`config.mk`:
```
export PLATFORM = sky130hd
export DESIGN_NAME = turn_sequencer
export DESIGN_NICKNAME = d
export VERILOG_FILES = /design/src/rtl/turn_sequencer.sv
export SDC_FILE = /design/constraint.sdc
export NUM_CORES = 1
export LEC_CHECK = 0
export BUFFER_PORTS_ARGS = -buffer_cell sky130_fd_sc_hd__buf_2
export CAP_MARGIN = 20
export CORE_AREA = 10 10 71 61
export CTS_BUF_LIST = sky130_fd_sc_hd__clkbuf_4
export CTS_CLUSTER_SIZE = 8
export DETAILED_ROUTE_END_ITERATION = 7
export DIE_AREA = 0 0 81 71
export GPL_TIMING_DRIVEN = 0
export PLACE_DENSITY = 0.66
export SLEW_MARGIN = 20
export SYNTH_ARGS = -nofsm -noshare
export SYNTH_HDL_FRONTEND = slang
export SYNTH_SLANG_ARGS = --single-unit
```
`constraint.sdc`:
```
create_clock -name clk -period 2 [get_ports clk]
set_input_delay 0.4 -clock clk [delete_from_list [all_inputs] [get_ports clk]]
set_output_delay 0.4 -clock clk [all_outputs]
set_load 0.1 [all_outputs]
```
`src/rtl/turn_sequencer.sv`:
```
// Turn/game-flow controller for the two-player artillery game: grants controls, pulses commands, keeps score.
// Optional turn timeout built only when TURN_SEQUENCER_TIMEOUT_EN is defined.
module turn_sequencer #(
   parameter int MOVE_BUDGET = 8,
   parameter int TURN_TICKS  = 200,
   parameter int WIN_SCORE   = 3
) (
   input  logic       clk,
   input  logic       reset,
   input  logic       tick,
   input  logic       start_new_game,
   input  logic       btn_move_left,
   input  logic       btn_move_right,
   input  logic       btn_aim_left,
   input  logic       btn_aim_right,
   input  logic       btn_shoot,
   input  logic       shot_done,
   input  logic       shot_hit,
   output logic       move_left,
   output logic       move_right,
   output logic       aim_left,
   output logic       aim_right,
   output logic       shoot,
   output logic       player,
   output logic [3:0] moves_left,
   output logic [1:0] score0,
   output logic [1:0] score1,
   output logic [2:0] state,
   output logic       game_over,
   output logic       winner
);

   typedef enum logic [2:0] {
      IDLE   = 3'd0,
      TURN   = 3'd1,
      FLIGHT = 3'd2,
      SWAP   = 3'd3,
      OVER   = 3'd4
   } state_t;

   localparam logic [3:0] BUDGET = 4'(MOVE_BUDGET);
   localparam logic [1:0] WIN    = 2'(WIN_SCORE);

   state_t     state_q, state_d;
   logic       player_q, player_d;
   logic [3:0] moves_q, moves_d;
   logic [1:0] score0_q, score0_d, score1_q, score1_d, new_score;
   logic       winner_q, winner_d, over_q, over_d;
   logic [4:0] cmd_q, cmd_d;          // {move_left, move_right, aim_left, aim_right, shoot}
   logic [4:0] btn, btn_prev, rise;
   logic       do_swap, expire;

   assign btn  = {btn_move_left, btn_move_right, btn_aim_left, btn_aim_right, btn_shoot};
   assign rise = btn & ~btn_prev;

`ifdef TURN_SEQUENCER_TIMEOUT_EN
   localparam logic [7:0] TICKS_INIT = 8'(TURN_TICKS);
   logic [7:0] timer_q;
   logic       reload;

   assign reload = do_swap | start_new_game;
   assign expire = (state_q == TURN) && tick && (timer_q == 8'd1);

   always_ff @(posedge clk) begin
      if (reset)
         timer_q <= '0;
      else if (reload)
         timer_q <= TICKS_INIT;
      else if (state_q == TURN && tick && timer_q != '0)
         timer_q <= timer_q - 8'd1;
   end
`else
   logic unused_timer_inputs;
   assign unused_timer_inputs = tick ^ (TURN_TICKS != 0);
   assign expire = 1'b0;
`endif

   always_ff @(posedge clk) begin
      if (reset) begin
         state_q  <= IDLE;
         player_q <= 1'b0;
         moves_q  <= '0;
         score0_q <= '0;
         score1_q <= '0;
         winner_q <= 1'b0;
         over_q   <= 1'b0;
         cmd_q    <= '0;
         btn_prev <= '0;
      end else begin
         state_q  <= state_d;
         player_q <= player_d;
         moves_q  <= moves_d;
         score0_q <= score0_d;
         score1_q <= score1_d;
         winner_q <= winner_d;
         over_q   <= over_d;
         cmd_q    <= cmd_d;
         btn_prev <= btn;
      end
   end

   always_comb begin
      state_d   = state_q;
      player_d  = player_q;
      moves_d   = moves_q;
      score0_d  = score0_q;
      score1_d  = score1_q;
      winner_d  = winner_q;
      cmd_d     = '0;
      do_swap   = 1'b0;
      new_score = (player_q ? score1_q : score0_q) + 2'd1;

      case (state_q)
         IDLE: ;
         TURN: begin
            // Any move edge blocks aim, even when cancelled or out of budget.
            if (rise[0]) begin
               cmd_d[0] = 1'b1;
               state_d  = FLIGHT;
            end else if (expire) begin
               do_swap = 1'b1;
            end else if (rise[4] | rise[3]) begin
               if ((rise[4] ^ rise[3]) && moves_q != '0) begin
                  cmd_d[4:3] = rise[4:3];
                  moves_d    = moves_q - 4'd1;
               end
            end else if (rise[2] ^ rise[1]) begin
               cmd_d[2:1] = rise[2:1];
            end
         end
         FLIGHT: begin
            if (shot_done) begin
               if (shot_hit) begin
                  if (player_q) score1_d = new_score;
                  else          score0_d = new_score;
               end
               if (shot_hit && new_score == WIN) begin
                  state_d  = OVER;
                  winner_d = player_q;
               end else begin
                  do_swap = 1'b1;
               end
            end
         end
         SWAP: state_d = TURN;
         OVER: ;
         default: state_d = IDLE;
      endcase

      // Player toggle and reload happen on entry to SWAP so the new player is visible during SWAP.
      if (do_swap) begin
         state_d  = SWAP;
         player_d = ~player_q;
         moves_d  = BUDGET;
      end

      if (start_new_game) begin
         state_d  = TURN;
         player_d = 1'b0;
         moves_d  = BUDGET;
         score0_d = '0;
         score1_d = '0;
         winner_d = 1'b0;
         cmd_d    = '0;
      end

      over_d = (state_d == OVER);
   end

   assign {move_left, move_right, aim_left, aim_right, shoot} = cmd_q;
   assign player     = player_q;
   assign moves_left = moves_q;
   assign score0     = score0_q;
   assign score1     = score1_q;
   assign state      = state_q;
   assign game_over  = over_q;
   assign winner     = winner_q;

endmodule

```
==> After elaboration in Yosys (flattened, before gate mapping) <==
Index checks and enable logic that the tools add are counted.
{ "classes": {"addsub": 2, "mul": 0, "div_mod_pow": 0, "n_lt_le_gt_ge": 0, "n_eq_ne": 7, "shift": 0, "n_mux": 17, "bitwise": 11, "reduce_logical": 18} }
{ "op_table": {"columns": ["op", "count"], "rows": [
  ["4-bit 2-to-1 mux", 6],
  ["4-bit AND reduction", 4],
  ["3-bit 2-to-1 mux", 5],
  ["3-bit one-hot mux with 4 select lines", 1],
  ["6-bit OR reduction", 2],
  ["3-bit nonzero test", 3],
  ["3-bit by 2-bit == test with 1-bit output, second input constant", 2],
  ["3-bit == test, second input constant", 2],
  ["1-bit NOT", 6],
  ["3-bit OR reduction", 2],
  ["5-bit AND", 1],
  ["5-bit NOT", 1],
  ["1-bit 2-to-1 mux", 4],
  ["4-bit nonzero test", 1],
  ["2-bit OR reduction", 2],
  ["4-bit by 1-bit subtractor with 4-bit output, second input constant", 1],
  ["3-bit by 1-bit == test with 1-bit output, second input constant", 1],
  ["3-bit logical NOT", 1],
  ["3-bit by 2-bit inequality test with 1-bit output, second input constant", 1],
  ["3-bit AND reduction", 1],
  ["2-bit by 1-bit adder with 2-bit output, second input constant", 1],
  ["2-bit == test, second input constant", 1],
  ["1-bit logical AND", 2],
  ["2-bit 2-to-1 mux", 1],
  ["other kinds (2)", 3]
]} }
{ "word_totals": {"reg_bits": 24, "latchBits": 0, "ram_bits": 0, "rom_bits": 0, "inputBits": 11, "output_inout_bits": 19, "word_cells": 67, "mem_count": 0} }

==> Longest topological paths before layout <==
{ "depth": {"word_depth": 10, "ltp_mapped": 7, "ltp_nobuf": 6} }

==> Worst setup path before layout <==
Ideal clock, no wire load.
{ "synth_timing": {"path_type": "reg2reg", "start": "register player_q, in the netlist player", "end": "register moves_q[2], in the netlist moves_left[2]", "setup_ps": 116, "t_arrival_ps": 2352, "required_time_ps": 1884, "path_slack_ps": -468, "path_stages_with_launch": 8, "n_path_buf": 1, "period_less_slack_ps": 2468, "path_cell_list": "dfxtp_1 -> clkbuf_1 -> mux2_2 -> ha_1 -> nand2_1 -> a31o_2 -> nor2_1 -> a31o_1"} }
{ "synth_via": {"elab_chain_len": 8} }
{ "synth_lines": {"columns": ["element", "line_no", "rtl"], "rows": [
  ["start, declared", "45", "logic player_q, player_d;"],
  ["start signal, assigned", "91", "player_q <= player_d;"],
  ["2-bit 2-to-1 mux", "111", "new_score = (player_q ? score1_q : score0_q) + 2'd1;"],
  ["2-bit by 1-bit adder with 2-bit output", "111", null],
  ["2-bit == test", "137", "if (shot_hit && new_score == WIN) begin"],
  ["1-bit logical AND", "137", null],
  ["1-bit 2-to-1 mux", "137", null],
  ["1-bit 2-to-1 mux", "132", "if (shot_done) begin"],
  ["1-bit 2-to-1 mux", null, null],
  ["3-bit OR reduction (no source line)", null, null],
  ["end signal, assigned", "92", "moves_q <= moves_d;"],
  ["end, declared", "46", "logic [3:0] moves_q, moves_d;"]
]} }
No other way between the ends.
A chain may end at the register's enable or synchronous reset.

==> Final worst setup path <==
Ends and elaborated chain as after synthesis.

==> out/qor.csv <==
stage;metric;value;unit
global_route;antenna violations before repair;0;
synth;post-synthesis async set-or-reset flop share;0;
timing;Final Worst Setup Slack;0.2146;ns
die;Die X;81;um
place;Port Buf Inserts;28;
global_route;number of global-route vias before repair;730;
power_and_ir_drop;clock power share;0.257;
synth;synth unique cells;34;
layout;proportion of layout cells with a drive suffix above 1;0.3556;
clock_network;H-tree levels;1;
power_and_ir_drop;Logic pwr share;0.123;
critical_path;Critical Path RT;2.21;ns
critical_path;CP Launch Point;player;
place;dpl cells;171;
die;die area;5751;um^2
synth;Post-Synthesis Cells;103;
global_route;largest net degree at the start of global routing;14;
run;Max Cap Viol;0;
synth;share of the yosys chip area belonging to registers;0.4830;
place;HPWL after DPL;1696;um
timing;Layout Skew;0.002859;ns
die;FP Rows;18;
place;pre-CTS setup slack;0.2388;ns
synth;YS warnings;0;
synth;dominant combinational cell family by area after synthesis;simple AND/OR/NAND/NOR gates;
routing;drt wl/cell;12.01;um
synth;share of the synthesized area in the top cell type;0.4830;
power_and_ir_drop;Leakage;0.5260;nW
routing;routed wire length;2101;um
timing;setup violators final;0;
clock_network;CTS max path bufs;2;
layout;Post-Layout Cell Count;175;
power_and_ir_drop;Switching Share;0.2601;
routing;DR pass1 iterations;4;
synth;Post-Synth XOR/XNOR Area;0.03522;
layout;final core utilization;0.4125;
power_and_ir_drop;Flop pwr share;0.620;
synth;Adder-Cell Fraction of Synth Area;0.03774;
timing;Max Slew Vio Count;0;
critical_path;Critical Path Fanout Max;6;
synth;syn nets;117;
synth;Cell Area, Synth;994.7;um^2
power_and_ir_drop;Int Pwr;0.5903;mW
min_path;hold crit path type;input port to register;
clock_network;CTS tree;done;
synth;top cells by area, synth;dfxtp_1 48%, nor2_1 5.7%, nor2b_1 4.4%, ha_1 3.8%, nand2b_1 2.5%;
place;gpl congestion;0.7812;
timing;FMAX;0.5601;GHz
clock_network;clock slew at reported path FFs;0.12;ns
clock_network;later-pin clock latency in the skew report;0.30;ns
routing;post-DR vias/cell;4.617;
min_path;hold path startpoint;btn_aim_right;
timing;Setup TNS;0;ns
layout;Layout area overhead;23.27;%
synth;compound-gate portion of the synthesized area;0.09182;
routing;# DRC;0;
routing;vias post-DR;808;
timing;slew at the pin with the worst max-slew slack;0.4951;ns
die;Initial Util;0.3346;
timing;Max-slew headroom;0.6722;
global_route;total global-route track usage;0.07460;
synth;Synth top cells by count;24 x dfxtp_1, 15 x nor2_1, 7 x nor2b_1;
global_route;total congestion overflow;0;
die;I/O Pins;30;
synth;mux share of post-synthesis cell area;0.04277;
clock_network;clock root buffer;clkbuf_4;
status;result of the run;completed;
timing;unrepaired setup endpoints after global routing;false;
timing;worst hold slack;0.3256;ns
critical_path;R2R Setup Slk;0.21;ns
layout;Fillers;307;
critical_path;Critical Path AT;1.99;ns
timing;crit path time final;1.785;ns
synth;number of flops mapped to enable cells by yosys;0;
timing;crit share post-route;0.8927;
synth;#FFs+latches synth;24;
power_and_ir_drop;PwrDens;650.6;nW/um^2
timing;Final Hold Fails;0;
clock_network;TritonCTS Buffers;3;
critical_path;WS Path Type;register to register;
synth;top-count cell post-synth;dfxtp_1;
clock_network;hold_buf cts;0;
routing;Antenna Nets Post-Route;0;
critical_path;Reg-to-Reg Start;player;
power_and_ir_drop;Sw Pwr;0.2075;mW
synth;simple-gate share of the synthesized area;0.2704;
die;Die Ht;71;um
synth;Post-Syn Area per Cell;9.657;um^2
synth;Top FF cell, synth;dfxtp_1;
critical_path;Critical Path End Type;register;
clock_network;clk sink count;24;
power_and_ir_drop;Worst VDD drop;0.3914;mV
clock_network;Post-CTS Setup Repair Bufs;0;
layout;ant diodes;0;
global_route;first-pass GRT wire length;3463;um
synth;leading area contributor after synthesis;dfxtp_1;
routing;first-iteration detailed-routing DRC count;36;
layout;Final nets;150;
critical_path;CP Launch Type;register;
clock_network;post-cts resize count;0;
die;Core ar.;2973;um^2
==> registers in the layout, indices dropped and copies added, names as in the netlist <==
register / flops
btn_prev: 5
cmd_q: 5
game_over: 1
player: 1
winner: 1
score0: 2
state: 3
moves_left: 4
score1: 2
==> worst paths after layout <==
path,to,depth (start not counted)
max,moves_left[2],7
min,btn_prev[1],2
max reg2reg,moves_left[2],7
min reg2reg,cmd_q[2],1
==> placed cells by master, fill, tap and decap left out, drive strengths merged, types with 2 or more instances in the layout <==
cell	instances
xor2	2
a211oi	3
nand3	2
dfxtp	24
a21oi	2
buf	30
clkbuf	4
o21ai	2
nand2	4
mux2	2
xnor2	2
ha	3
or2	2
nand4	3
nor2b	7
nand2b	4
inv	5
nor3b	2
nor3	3
mux2i	2
a31oi	2
nor2	15
a31o	2
==> per-layer routing <==
| layer | vias up | part of all wire | global-route usage |
|---|---|---|---|
| met5 | - | 0 | 0 |
| met4 | 0 | 0.0057 | 0.01152 |
| met3 | 2 | 0.11 | 0.05051 |
| met2 | 21 | 0.41 | 0.1060 |
| met1 | 365 | 0.47 | 0.09235 |
| li1 | 420 | - | - |
==> through the flow <==
| stage | area [um^2] | total power, mW |
|---|---|---|
| 2_1_floorplan | 1010 | 0.5741 |
| 4_1_cts | 1226 | 0.8117 |
| 3_3_place_gp | 1200 | 0.6007 |
| 5_1_grt | 1226 | 0.8545 |
| 6_report | 1226 | 0.7977 |
| 3_5_place_dp | 1200 | 0.6032 |
==> kinds of logic after synthesis <==
kind of cell	after synthesis
AOI/OAI and AO/OA	13
muxes	4
xor gates and xnor gates	4
DFF	24
adders and majority gates	3
buffers and inverters	8
and+or+nand+nor	47
==> cell type report <==
type / instances / area, um^2 / area share
flip-flops and latches: 24 / 494.2 / 0.4031
multi-input cells: 71 / 475.5 / 0.3878
repair buffers: 28 / 140.1 / 0.1143
well taps: 40 / 50.05 / 0.04082
clock buffers: 3 / 22.52 / 0.01837
plain buffers: 3 / 21.27 / 0.01735
inverters: 5 / 18.77 / 0.01531
clock inverters: 1 / 3.754 / 0.003061
==> worst max-delay path: stages (launching register included) <==
cell and delay (ns):
dfxtp_4 0.36, clkbuf_2 0.17, mux2_2 0.35, ha_1 0.20, nand2_1 0.11, a31o_2 0.24, nor2_1 0.05, a31o_1 0.21
==> power groups by stage <==
stage / Sequential, mW / Combinational, mW / Clock (mW)
floorplan: 0.538 / 0.0361 / 0
global placement: 0.504 / 0.0962 / 0
detailed placement: 0.505 / 0.0980 / 0
CTS: 0.495 / 0.0987 / 0.218
global route: 0.497 / 0.106 / 0.252
finish: 0.494 / 0.0979 / 0.205
(Power assumes the default switching activity.)
